`config.mk`:
```
export PLATFORM = sky130hd
export DESIGN_NAME = button_conditioner
export DESIGN_NICKNAME = d
export VERILOG_FILES = /design/src/rtl/breakout_pkg.sv /design/src/rtl/debounce_channel.sv /design/src/rtl/button_conditioner.sv
export SDC_FILE = /design/constraint.sdc
export NUM_CORES = 1
export LEC_CHECK = 0
export BUFFER_PORTS_ARGS = -buffer_cell sky130_fd_sc_hd__buf_2
export CORE_ASPECT_RATIO = 1.25
export CORE_MARGIN = 5
export CORE_UTILIZATION = 55
export DETAILED_ROUTE_END_ITERATION = 16
export PLACE_DENSITY = 0.79
export SETUP_SLACK_MARGIN = 0.02
export SLEW_MARGIN = 20
export SYNTH_ARGS = -nofsm -noshare
export SYNTH_HDL_FRONTEND = slang
export SYNTH_SLANG_ARGS = --single-unit
```
`constraint.sdc`:
```
create_clock -name clock -period 2.1 [get_ports clock]
set_input_delay 0.21 -clock clock [delete_from_list [all_inputs] [get_ports clock]]
set_output_delay 0.21 -clock clock [all_outputs]
set_load 0.02 [all_outputs]
```
`src/rtl/breakout_pkg.sv`:
```
// ============================================================================
// breakout_pkg : shared button indices and debounce FSM state encoding
// Rev 1.0
// ============================================================================
`default_nettype none

package breakout_pkg;

  localparam int BTN_DISP  = 0;
  localparam int BTN_LEFT  = 1;
  localparam int BTN_RIGHT = 2;

  typedef enum logic [1:0] {
    UP       = 2'd0,
    UP_CHK   = 2'd1,
    DOWN     = 2'd2,
    DOWN_CHK = 2'd3
  } btnState_t;

  function automatic int maxInt(input int a, input int b);
    return (a > b) ? a : b;
  endfunction

endpackage

`default_nettype wire

```
`src/rtl/debounce_channel.sv`:
```
// ============================================================================
// debounce_channel : one-bit synchronizer, debounce FSM and auto-repeat timer
// Rev 1.0
// ============================================================================
`default_nettype none

module debounce_channel
  import breakout_pkg::*;
#(
  parameter int DB_CYCLES     = 500000,
  parameter int HOLD_CYCLES   = 25000000,
  parameter int REPEAT_CYCLES = 5000000
) (
  input  logic clock,
  input  logic reset,
  input  logic rawN,
  output logic btnN,
  output logic press,
  output logic release_,
  output logic repeat_
);

  localparam int DB_W     = $clog2(DB_CYCLES + 1);
  localparam int HOLD_MAX = maxInt(HOLD_CYCLES, REPEAT_CYCLES);
  localparam int HOLD_W   = $clog2(HOLD_MAX + 1);

  localparam logic [DB_W-1:0]   c_dbLast     = DB_W'(DB_CYCLES - 1);
  localparam logic [HOLD_W-1:0] c_holdLast   = HOLD_W'(HOLD_CYCLES - 1);
  localparam logic [HOLD_W-1:0] c_repeatLast = HOLD_W'(REPEAT_CYCLES - 1);

  logic              r_s1;
  logic              r_s2;
  btnState_t         r_state;
  btnState_t         w_nextState;
  logic [DB_W-1:0]   r_dbCnt;
  logic [DB_W-1:0]   w_dbCnt;
  logic [HOLD_W-1:0] r_holdCnt;
  logic [HOLD_W-1:0] w_holdCnt;
  logic              r_repeating;
  logic              w_repeating;
  logic              r_btnN;
  logic              w_btnN;
  logic              r_press;
  logic              w_press;
  logic              r_release;
  logic              w_release;
  logic              r_repeat;
  logic              w_repeat;
  logic [HOLD_W-1:0] w_holdLast;
  logic              w_holdTick;

  always_ff @(posedge clock) begin
    if (reset) begin
      r_s1        <= 1'b1;
      r_s2        <= 1'b1;
      r_state     <= UP;
      r_dbCnt     <= '0;
      r_holdCnt   <= '0;
      r_repeating <= 1'b0;
      r_btnN      <= 1'b1;
      r_press     <= 1'b0;
      r_release   <= 1'b0;
      r_repeat    <= 1'b0;
    end else begin
      r_s1        <= rawN;
      r_s2        <= r_s1;
      r_state     <= w_nextState;
      r_dbCnt     <= w_dbCnt;
      r_holdCnt   <= w_holdCnt;
      r_repeating <= w_repeating;
      r_btnN      <= w_btnN;
      r_press     <= w_press;
      r_release   <= w_release;
      r_repeat    <= w_repeat;
    end
  end

  // First interval after a press is HOLD_CYCLES, every later one REPEAT_CYCLES.
  assign w_holdLast = r_repeating ? c_repeatLast : c_holdLast;
  assign w_holdTick = (r_holdCnt == w_holdLast);

  always_comb begin
    w_nextState = r_state;
    w_dbCnt     = r_dbCnt;
    w_holdCnt   = r_holdCnt;
    w_repeating = r_repeating;
    w_btnN      = r_btnN;
    w_press     = 1'b0;
    w_release   = 1'b0;
    w_repeat    = 1'b0;

    case (r_state)
      UP: begin
        w_holdCnt   = '0;
        w_repeating = 1'b0;
        if (!r_s2) begin
          w_nextState = UP_CHK;
          w_dbCnt     = '0;
        end
      end

      UP_CHK: begin
        w_holdCnt   = '0;
        w_repeating = 1'b0;
        if (r_s2) begin
          w_nextState = UP;
        end else if (r_dbCnt == c_dbLast) begin
          w_nextState = DOWN;
          w_btnN      = 1'b0;
          w_press     = 1'b1;
        end else begin
          w_dbCnt = r_dbCnt + 1'b1;
        end
      end

      DOWN, DOWN_CHK: begin
        // The hold timer keeps running through release bounces.
        if (w_holdTick) begin
          w_repeat    = 1'b1;
          w_holdCnt   = '0;
          w_repeating = 1'b1;
        end else begin
          w_holdCnt = r_holdCnt + 1'b1;
        end

        if (r_state == DOWN) begin
          if (r_s2) begin
            w_nextState = DOWN_CHK;
            w_dbCnt     = '0;
          end
        end else if (!r_s2) begin
          w_nextState = DOWN;
        end else if (r_dbCnt == c_dbLast) begin
          // Accepted release suppresses any repeat due on the same edge.
          w_nextState = UP;
          w_btnN      = 1'b1;
          w_release   = 1'b1;
          w_repeat    = 1'b0;
          w_holdCnt   = '0;
          w_repeating = 1'b0;
        end else begin
          w_dbCnt = r_dbCnt + 1'b1;
        end
      end

      default: begin
        w_nextState = UP;
      end
    endcase
  end

  assign btnN     = r_btnN;
  assign press    = r_press;
  assign release_ = r_release;
  assign repeat_  = r_repeat;

endmodule

`default_nettype wire

```
`src/rtl/button_conditioner.sv`:
```
// ============================================================================
// button_conditioner : debounced levels and press/release/repeat strobes
// for the active-low board push-buttons. Rev 1.0
// ============================================================================
`default_nettype none

module button_conditioner
  import breakout_pkg::*;
#(
  parameter int N_BTN         = 3,
  parameter int DB_CYCLES     = 500000,
  parameter int HOLD_CYCLES   = 25000000,
  parameter int REPEAT_CYCLES = 5000000
) (
  input  logic             clock,
  input  logic             reset,
  input  logic [N_BTN-1:0] btn_raw_n,
  output logic [N_BTN-1:0] btn_n,
  output logic [N_BTN-1:0] press,
  output logic [N_BTN-1:0] release_,
  output logic [N_BTN-1:0] repeat_
);

  if (N_BTN < 1) begin : g_badNBtn
    $fatal(1, "button_conditioner: N_BTN must be >= 1");
  end
  if (DB_CYCLES < 1) begin : g_badDb
    $fatal(1, "button_conditioner: DB_CYCLES must be >= 1");
  end
  if (HOLD_CYCLES < 1) begin : g_badHold
    $fatal(1, "button_conditioner: HOLD_CYCLES must be >= 1");
  end
  if (REPEAT_CYCLES < 1) begin : g_badRepeat
    $fatal(1, "button_conditioner: REPEAT_CYCLES must be >= 1");
  end

  for (genvar i = 0; i < N_BTN; i++) begin : g_channel
    debounce_channel #(
      .DB_CYCLES    (DB_CYCLES),
      .HOLD_CYCLES  (HOLD_CYCLES),
      .REPEAT_CYCLES(REPEAT_CYCLES)
    ) u_channel (
      .clock   (clock),
      .reset   (reset),
      .rawN    (btn_raw_n[i]),
      .btnN    (btn_n[i]),
      .press   (press[i]),
      .release_(release_[i]),
      .repeat_ (repeat_[i])
    );
  end

endmodule

`default_nettype wire

```
[Word level (Yosys, flattened, before mapping)]
Cells that the tools add are included.
Operators by class
  add/subtract/negate cells: 6
  eq/ne operators: 42
  muxes and demuxes: 111
  bitwise gates (word level): 9
  reductions and logical operators: 30
Operator list (count)
  25-bit 2-to-1 mux: 15
  19-bit 2-to-1 mux: 18
  19-bit one-hot mux with 3 select lines: 3
  25-bit one-hot mux with 2 select lines: 3
  25-bit by 1-bit adder with 25-bit output, second input constant: 3
  25-bit equality test: 3
  19-bit by 1-bit adder with 19-bit output, second input constant: 3
  19-bit equality test, second input constant: 3
  1-bit 2-to-1 mux: 42
  2-bit 2-to-1 mux: 21
  2-bit by 1-bit inequality test with 1-bit output, second input constant: 9
  2-bit inequality test, second input constant: 9
  2-bit one-hot mux with 3 select lines: 3
  6-bit AND reduction: 3
  2-bit OR reduction: 9
  2-bit equality test, second input constant: 6
  4-bit inequality test, second input constant: 3
  1-bit one-hot mux with 2 select lines: 6
  4-bit AND reduction: 3
  4-bit OR reduction: 3
  3-bit by 1-bit inequality test with 1-bit output, second input constant: 3
  3-bit by 2-bit inequality test with 1-bit output, second input constant: 3
  1-bit NOT: 9
  3-bit AND reduction: 3
  other kinds (4): 12
Storage, ports and cells
  register bits after elaboration: 159
  input port bits: 5
  output and inout bits: 12

[Depth between registers and ports, before layout]
Gate-level depths: netlist of run 1.
  word-level depth: 7
  depth in mapped cells: 8
  mapped depth without buffers: 6

[Hierarchy]
From an unflattened synthesis of run 1, not the netlist that was laid out.
Second synthesis, totals
  cell total of the unflattened synthesis: 868
  area, all modules: 7790.0 µm²
Modules (own cells, without submodules)
  debounce_channel at g_channel[0].u_channel ...: times used 2, cells each 297, area each 2683.8 µm², sequential area each 1061.0 µm²
  debounce_channel at g_channel[2].u_channel: times used 1, cells each 274, area each 2422.3 µm², sequential area each 1061.0 µm²

[Worst setup path after synthesis of run 1]
Ideal clock, no wire load.
  path type: register to register
  start: register g_channel[2].u_channel.r_dbCnt[5]
  end: register g_channel[2].u_channel.r_holdCnt[7]
  library setup time: 115 ps
  data arrival time: 1682 ps
  path slack: 304 ps
  cell stages (with the launch flop): 7
  buffers on the path: 1
  clock period less this slack: 1796 ps
  cells stage by stage: dfxtp_1 > or4_4 > nor3_4 > nand4_2 > nand3_2 > buf_6 > nor2_1
On the way
  longest elaborated chain between the ends: 5
RTL lines
  from (decl): RTL line debounce_channel.sv:35  | logic [DB_W-1:0] r_dbCnt;
  from (signal assigned): RTL line debounce_channel.sv:68  | r_dbCnt <= w_dbCnt;
  19-bit equality test: RTL line debounce_channel.sv:133  | end else if (r_dbCnt == c_dbLast) begin
  25-bit 2-to-1 mux: RTL line debounce_channel.sv:133
  25-bit 2-to-1 mux: RTL line debounce_channel.sv:131  | end else if (!r_s2) begin
  25-bit 2-to-1 mux: RTL line debounce_channel.sv:126  | if (r_state == DOWN) begin
  25-bit one-hot mux with 2 select lines: RTL line debounce_channel.sv:92  | case (r_state)
  to (signal assigned): RTL line debounce_channel.sv:69  | r_holdCnt <= w_holdCnt;
  to (decl): RTL line debounce_channel.sv:37  | logic [HOLD_W-1:0] r_holdCnt;
No other way between the ends.
A chain may end at the register's enable or synchronous reset.

[Worst setup path after layout of run 1]
  start: register g_channel[1].u_channel.r_dbCnt[10]
  end: register g_channel[1].u_channel.r_holdCnt[13]
On the way
  longest elaborated chain between the ends: 5
RTL lines (RTL line)
  from (decl): debounce_channel.sv:35
  from (signal assigned): debounce_channel.sv:68
  19-bit equality test: debounce_channel.sv:133
  25-bit 2-to-1 mux: debounce_channel.sv:133
  25-bit 2-to-1 mux: debounce_channel.sv:131
  25-bit 2-to-1 mux: debounce_channel.sv:126
  25-bit one-hot mux with 2 select lines: debounce_channel.sv:92
  to (signal assigned): debounce_channel.sv:69
  to (decl): debounce_channel.sv:37
No other way between the ends.

==> results of run 1 <==
-- worst max-delay path by stage --
stage                                              startpoint  slack (ns)                              endpoint
after detailed placement  g_channel[1].u_channel.r_holdCnt[7]        0.01  g_channel[1].u_channel.r_holdCnt[21]
after floorplan             g_channel[2].u_channel.r_dbCnt[5]        0.30   g_channel[2].u_channel.r_holdCnt[7]
final                      g_channel[1].u_channel.r_dbCnt[10]         0.1  g_channel[1].u_channel.r_holdCnt[13]
after CTS                  g_channel[1].u_channel.r_dbCnt[10]        0.07  g_channel[1].u_channel.r_holdCnt[13]
after global routing       g_channel[1].u_channel.r_dbCnt[10]        0.02  g_channel[1].u_channel.r_holdCnt[23]
after global placement    g_channel[1].u_channel.r_holdCnt[7]        0.09  g_channel[1].u_channel.r_holdCnt[20]
-- where the power goes --
group	internal, uW	switching (uW)
Clock	2210	1190
Combinational	39.1	60.5
Sequential	3030	13.5
Total	5280	1260
-- cell families after synthesis --
logic type	count (synthesis)	share of synthesized area (%)
flip-flops	159	43.01
AND/OR/NAND/NOR	439	31.75
adder cells (fa/ha/maj)	6	1.014
AO/OA/AOI/OAI	67	5.579
XOR/XNOR	112	13.36
buffers and inverters	66	4.446
multiplexers	6	0.8453
-- cells in the final DEF, fill, tap and decap left out, types with 6 or more instances in the layout --
cell type | synthesis | layout
a21oi_1 | 28 | 28
and3_1 | 27 | 27
and4_1 | 11 | 11
buf_2 | 8 | 16
buf_4 | 15 | 39
clkbuf_16 | 0 | 17
dfxtp_1 | 159 | 159
ha_1 | 6 | 6
inv_1 | 25 | 25
nand2_1 | 57 | 57
nand3_1 | 50 | 50
nand4_1 | 37 | 37
nand4b_1 | 7 | 7
nor2_1 | 149 | 149
nor3_1 | 15 | 15
nor4_1 | 15 | 15
nor4b_1 | 10 | 9
o21ai_0 | 12 | 12
or2_2 | 6 | 6
or3_1 | 10 | 10
xnor2_1 | 43 | 43
xor2_1 | 68 | 68
-- repair_timing --
action | in CTS | in global routing
hold buffers | 3 | 0
hold endpoints to repair | 3 | 0
gates resized for setup | 2 | 2
pin swaps | 0 | 1
setup buffers | 0 | 4
cloned | 0 | 0
setup endpoints to repair | 11 | 24
-- registers in the layout, summed over array words and instances, names as in the netlist, named ones only --
| name | count |
|---|---|
| g_channel.u_channel.r_holdCnt | 75 |
| g_channel.u_channel.press | 3 |
| g_channel.u_channel.btnN | 3 |
| g_channel.u_channel.r_s2 | 3 |
| g_channel.u_channel.release_ | 3 |
| g_channel.u_channel.r_s1 | 3 |
| g_channel.u_channel.r_dbCnt | 57 |
| g_channel.u_channel.r_state | 3 |
| g_channel.u_channel.r_repeating | 3 |
| g_channel.u_channel.repeat_ | 3 |
-- routing by layer --
layer / up-vias / track usage [%] / wire length (um)
li1: 3040 / - / -
met1: 2817 / 22.81 / 6364
met2: 117 / 32.02 / 7400
met3: 30 / 5.124 / 503
met4: 0 / 7.848 / 307
met5: - / 0 / 0
-- final cells by class --
class,instances,area (um2),area share (%)
Clock buffer,23,478.0,5.629
Inverter,25,93.84,1.105
Clock inverter,9,180.2,2.122
Sequential cell,159,3183,37.49
Timing Repair Buffer,59,422.9,4.981
Multi-Input combinational cell,630,3919,46.15
Tap cell,171,214.0,2.520
-- critical path: stages (launching register included) --
cell and delay, ns:
dfxtp_1 0.34, or4b_1 0.57, nor4_2 0.32, buf_4 0.21, a21oi_1 0.11, nand2_2 0.08, buf_4 0.18, nor2_1 0.07
-- through the flow --
step / hold WS, ns / setup slack (ns)
3_3_place_gp: 0.3963 / 0.08524
2_1_floorplan: 0.3138 / 0.3036
4_1_cts: 0.1703 / 0.07332
3_5_place_dp: 0.3963 / 0.01492
6_report: 0.1940 / 0.09582
5_1_grt: 0.2047 / 0.01880
==> results.yml, run 1 <==
timing:
  worstMarginPinSlew_ns: 0.6947
  relSlewSlack_pct: 53.59
  fin_tns_setup_ns: 0
  setup_violations: 0
  fmax_mhz: 499.0
  timing.final.max_slew_violations: 0
  post-route-period-util_pct: 95.44
  fin_skew_ns: 0.007936
  hold_violations: 0
  fin_crit_ns: 2.004
  grt_setup_unrepaired: "false"
cts:
  clkSinkCount: 159
  clkTransAtPathRegs_ns: 0.06
  numCtsBuffers: 17
  tritoncts: "done"
  cts_buffer_depth: 2
  htreeDepth: 4
  clkLatencyLatePin_ns: 0.43
  cts_root_buffer: "clkbuf_16"
floorplanning:
  coreArea_mm2: 0.01323
  start_util_pct: 55.93
  die_w_um: 113.8
  dieArea_mm2: 0.01589
  rows: 47
  fp.dieH_um: 139.7
  io_pins: 17
power_and_ir_drop:
  total_power_uw: 6537
  power.density_mw_per_mm2: 769.9
  p_leak_uw: 0.002911
  ir_worst_vdd_mv: 0.6177
critical_path:
  cp_max_fo: 11
  r2r_end: "g_channel[1].u_channel.r_holdCnt[13]"
  r2r_cells: 7
  required_ns: 2.41
  worstPathArrival_ns: 2.31
  r2r_setup_slack_ns: 0.1
  cp-start-kind: "flop"
  reg2reg_from: "g_channel[1].u_channel.r_dbCnt[10]"
  path_class: "reg2reg"
  worst_setup_path_end_kind: "flop"
detailed_routing:
  drt-total-wl_mm: 14.58
  wl_per_cell_um: 13.55
  ant_nets: 0
  drt_pass1_iterations: 7
  drc: 0
  vias_per_cell: 5.580
  vias: 6004
  drtIter0Drc: 271
synthesis:
  syn_nets: 866
  synth_warnings: 0
  synth_cell_types: 59
  avgSynthCellArea_um2: 8.656
  yosys-top-cells-count: "dfxtp_1, nor2_1, xor2_1"
  syn_area_mm2: 0.007401
  synth_area_leaders: "dfxtp_1, xor2_1, nor2_1"
  ys_seq_area_share_pct: 43.01
  synth_top_area_cell: "dfxtp_1"
  synth_edf_count: 0
  yosysMostFrequentCell: "dfxtp_1"
  synth_ff_type: "dfxtp_1"
  async_flop_share_pct: 0
  synth_top_area_share_pct: 43.01
  synth-seq-cells: 159
  synthCells: 855
final_layout:
  finish.instance_area_mm2: 0.008491
  final_cells: 1076
  nets: 903
  num_antenna_cells: 0
  fin_util_pct: 64.17
  fillers: 1108
  drive_above_1_share_pct: 12.60
  area_growth_pct: 14.73
placement:
  portBuffers: 16
  place_hpwl_mm: 9.873
  placedCellCount: 1037
  post_dp_cell_area_mm2: 0.007742
  place_congestion: 0.8494
worst_hold_path:
  worstHoldPathCells: 2
  min_from: "reset"
  min_path_type: "in2reg"
  worstHoldEndpoint: "g_channel[1].u_channel.r_dbCnt[16]"
global_route:
  antenna_found_initial: 0
  grt_first_pass_wirelength_mm: 25.23
  overflow: 0
  grt_pass1_vias: 5605
  grt_max_degree: 26
  grt.total_usage_pct: 19.04
run:
  drv_cap: 0
run_status:
  outcome: "finished, final reports clean"
Note: power is estimated with default switching activity, not from simulation.
==> run 2: changes to the inputs <==
--- a/config.mk
+++ b/config.mk
@@ -6,7 +6,7 @@
 export NUM_CORES = 1
 export LEC_CHECK = 0
 export BUFFER_PORTS_ARGS = -buffer_cell sky130_fd_sc_hd__buf_2
-export CORE_ASPECT_RATIO = 1.25
+export CORE_ASPECT_RATIO = 2
 export CORE_MARGIN = 5
 export CORE_UTILIZATION = 55
 export DETAILED_ROUTE_END_ITERATION = 16
==> results.yml, run 2 (synthesis results as in run 1) <==
power_and_ir_drop:
  power.density_mw_per_mm2: 742.6
  p_leak_uw: 0.002882
  ir_worst_vdd_mv: 0.6311
critical_path:
  worstPathArrival_ns: 2.31
  cp_max_fo: 24
  worst_setup_path_end_kind: "flop"
  cpPeakStageDelay_ns: 0.52
  crit_chain: "or4_1 -> nor4b_1 -> o2111ai_1 -> nand2_2 -> buf_12 -> nor2_1"
  crit_family: "simple AND/OR/NAND/NOR gates"
  cp-start-kind: "flop"
  path_class: "reg2reg"
  crit_buf_inv: 1
  slowest_stage: "or4_1"
  required_ns: 2.40
final_layout:
  area_growth_pct: 13.42
  largest_reg_flops: 75
  regMostFlops: "g_channel.u_channel.r_holdCnt"
  nets: 903
  top_regs: "g_channel.u_channel.r_holdCnt x75, g_channel.u_channel.r_dbCnt x57"
  drive_above_1_share_pct: 12.50
  num_antenna_cells: 0
  layout_common_cells: "dfxtp_1, nor2_1, xor2_1"
  layout_commonest_cell: "dfxtp_1"
global_route:
  grt_max_degree: 28
  grt_pass1_vias: 6057
  grt.total_usage_pct: 20.26
  grt_first_pass_wirelength_mm: 26.88
  overflow: 0
  antenna_found_initial: 0
timing:
  relSlewSlack_pct: 59.36
  fmax_mhz: 498.7
  fin_crit_ns: 2.005
  fin_skew_ns: 0.01071
  setup_ws_ns: 0.09471
  post-route-period-util_pct: 95.49
  hold_violations: 0
  worstMarginPinSlew_ns: 0.6050
  timing.final.max_slew_violations: 0
  fin_tns_setup_ns: 0
  grt_setup_unrepaired: "false"
  setup_violations: 0
placement:
  portBuffers: 16
  place_congestion: 0.8310
  place_hpwl_mm: 10.92
  dpl_worst_slack_ns: 0.1655
detailed_routing:
  vias_per_cell: 5.788
  ant_nets: 0
  drt_pass1_iterations: 5
  drtIter0Drc: 298
  drc: 0
  vias: 6129
  wl_per_cell_um: 15.00
  drt-total-wl_mm: 15.88
cts:
  tritoncts: "done"
  clkTransAtPathRegs_ns: 0.06
  clkSinkCount: 159
  htreeDepth: 4
  clkLatencyLatePin_ns: 0.42
  cts_root_buffer: "clkbuf_16"
  cts_buffer_depth: 2
  numCtsBuffers: 17
run:
  drv_cap: 0
run_status:
  outcome: "finished, final reports clean"
floorplanning:
  die_w_um: 92.03
  start_util_pct: 55.38
  io_pins: 17
  dieArea_mm2: 0.01602
  fp.dieH_um: 174.1
  rows: 60
  coreArea_mm2: 0.01336
worst_hold_path:
  min_path_type: "in2reg"
-- run 2: cell count changes in the layout (fill, tap and decap cells not counted), sizes merged --
cell      previous run  this run
clkinv               3         7
bufinv               5         3
clkinvlp             1         2
clkbuf              23        19
-- run 2: where the power goes --
group | internal (uW) | switching, uW | leakage (uW) | total [uW]
clock | 1880 | 1210 | 0.000288 | 3090
sequential | 3030 | 13.7 | 0.00128 | 3040
combinational | 38.2 | 60.6 | 0.00131 | 98.7
-- run 2: final cells by class --
cell class,instances,area (um2)
fillers,1118,4969
inverters,25,93.84
well taps,155,193.9
flip-flops and latches,159,3183
repair buffers,59,447.9
multi-input cells,630,3889
clock buffers,19,442.9
clock inverters,12,143.9
-- run 2: per-layer routing --
metal	GRT usage (%)	share of wire [%]	vias to the layer above
li1	-	-	3031
met4	11.23	4.5	0
met1	19.72	38	2911
met3	4.417	2.9	58
met2	38.40	55	129
met5	0	0	-
-- run 2: timing repair --
item	4_1_cts	5_1_grt
endpoints found under the hold margin	3	0
gates resized for setup	0	1
setup buffers	0	0
endpoints found under the setup margin	0	1
hold buffers	3	0
-- run 2: final timing paths --
path / end / from / cells past startpoint / slack (ns)
worst max-delay path: g_channel[1].u_channel.r_holdCnt[22] / g_channel[1].u_channel.r_holdCnt[17] / 6 / 0.09
worst min-delay path: g_channel[1].u_channel.r_dbCnt[16] / reset / 2 / 0.22
worst max register to register: g_channel[1].u_channel.r_holdCnt[22] / g_channel[1].u_channel.r_holdCnt[17] / 6 / 0.09
worst min register to register: g_channel[1].u_channel.r_s2 / g_channel[1].u_channel.r_s1 / 1 / 0.42
-- run 2: metrics by stage --
step | power [uW] | std cells | util, % | hold slack (ns) | instance area, um2
floorplan | 3175 | 855 | - | 0.3138 | 7401
global placement | 3203 | 1025 | 58.20 | 0.3930 | 7777
detailed placement | 3205 | 1025 | 58.20 | 0.3971 | 7777
CTS | 6279 | 1059 | 62.82 | 0.2017 | 8394
global route | 6427 | 1059 | 62.82 | 0.2431 | 8394
finish | 6234 | 1059 | 62.82 | 0.2169 | 8394
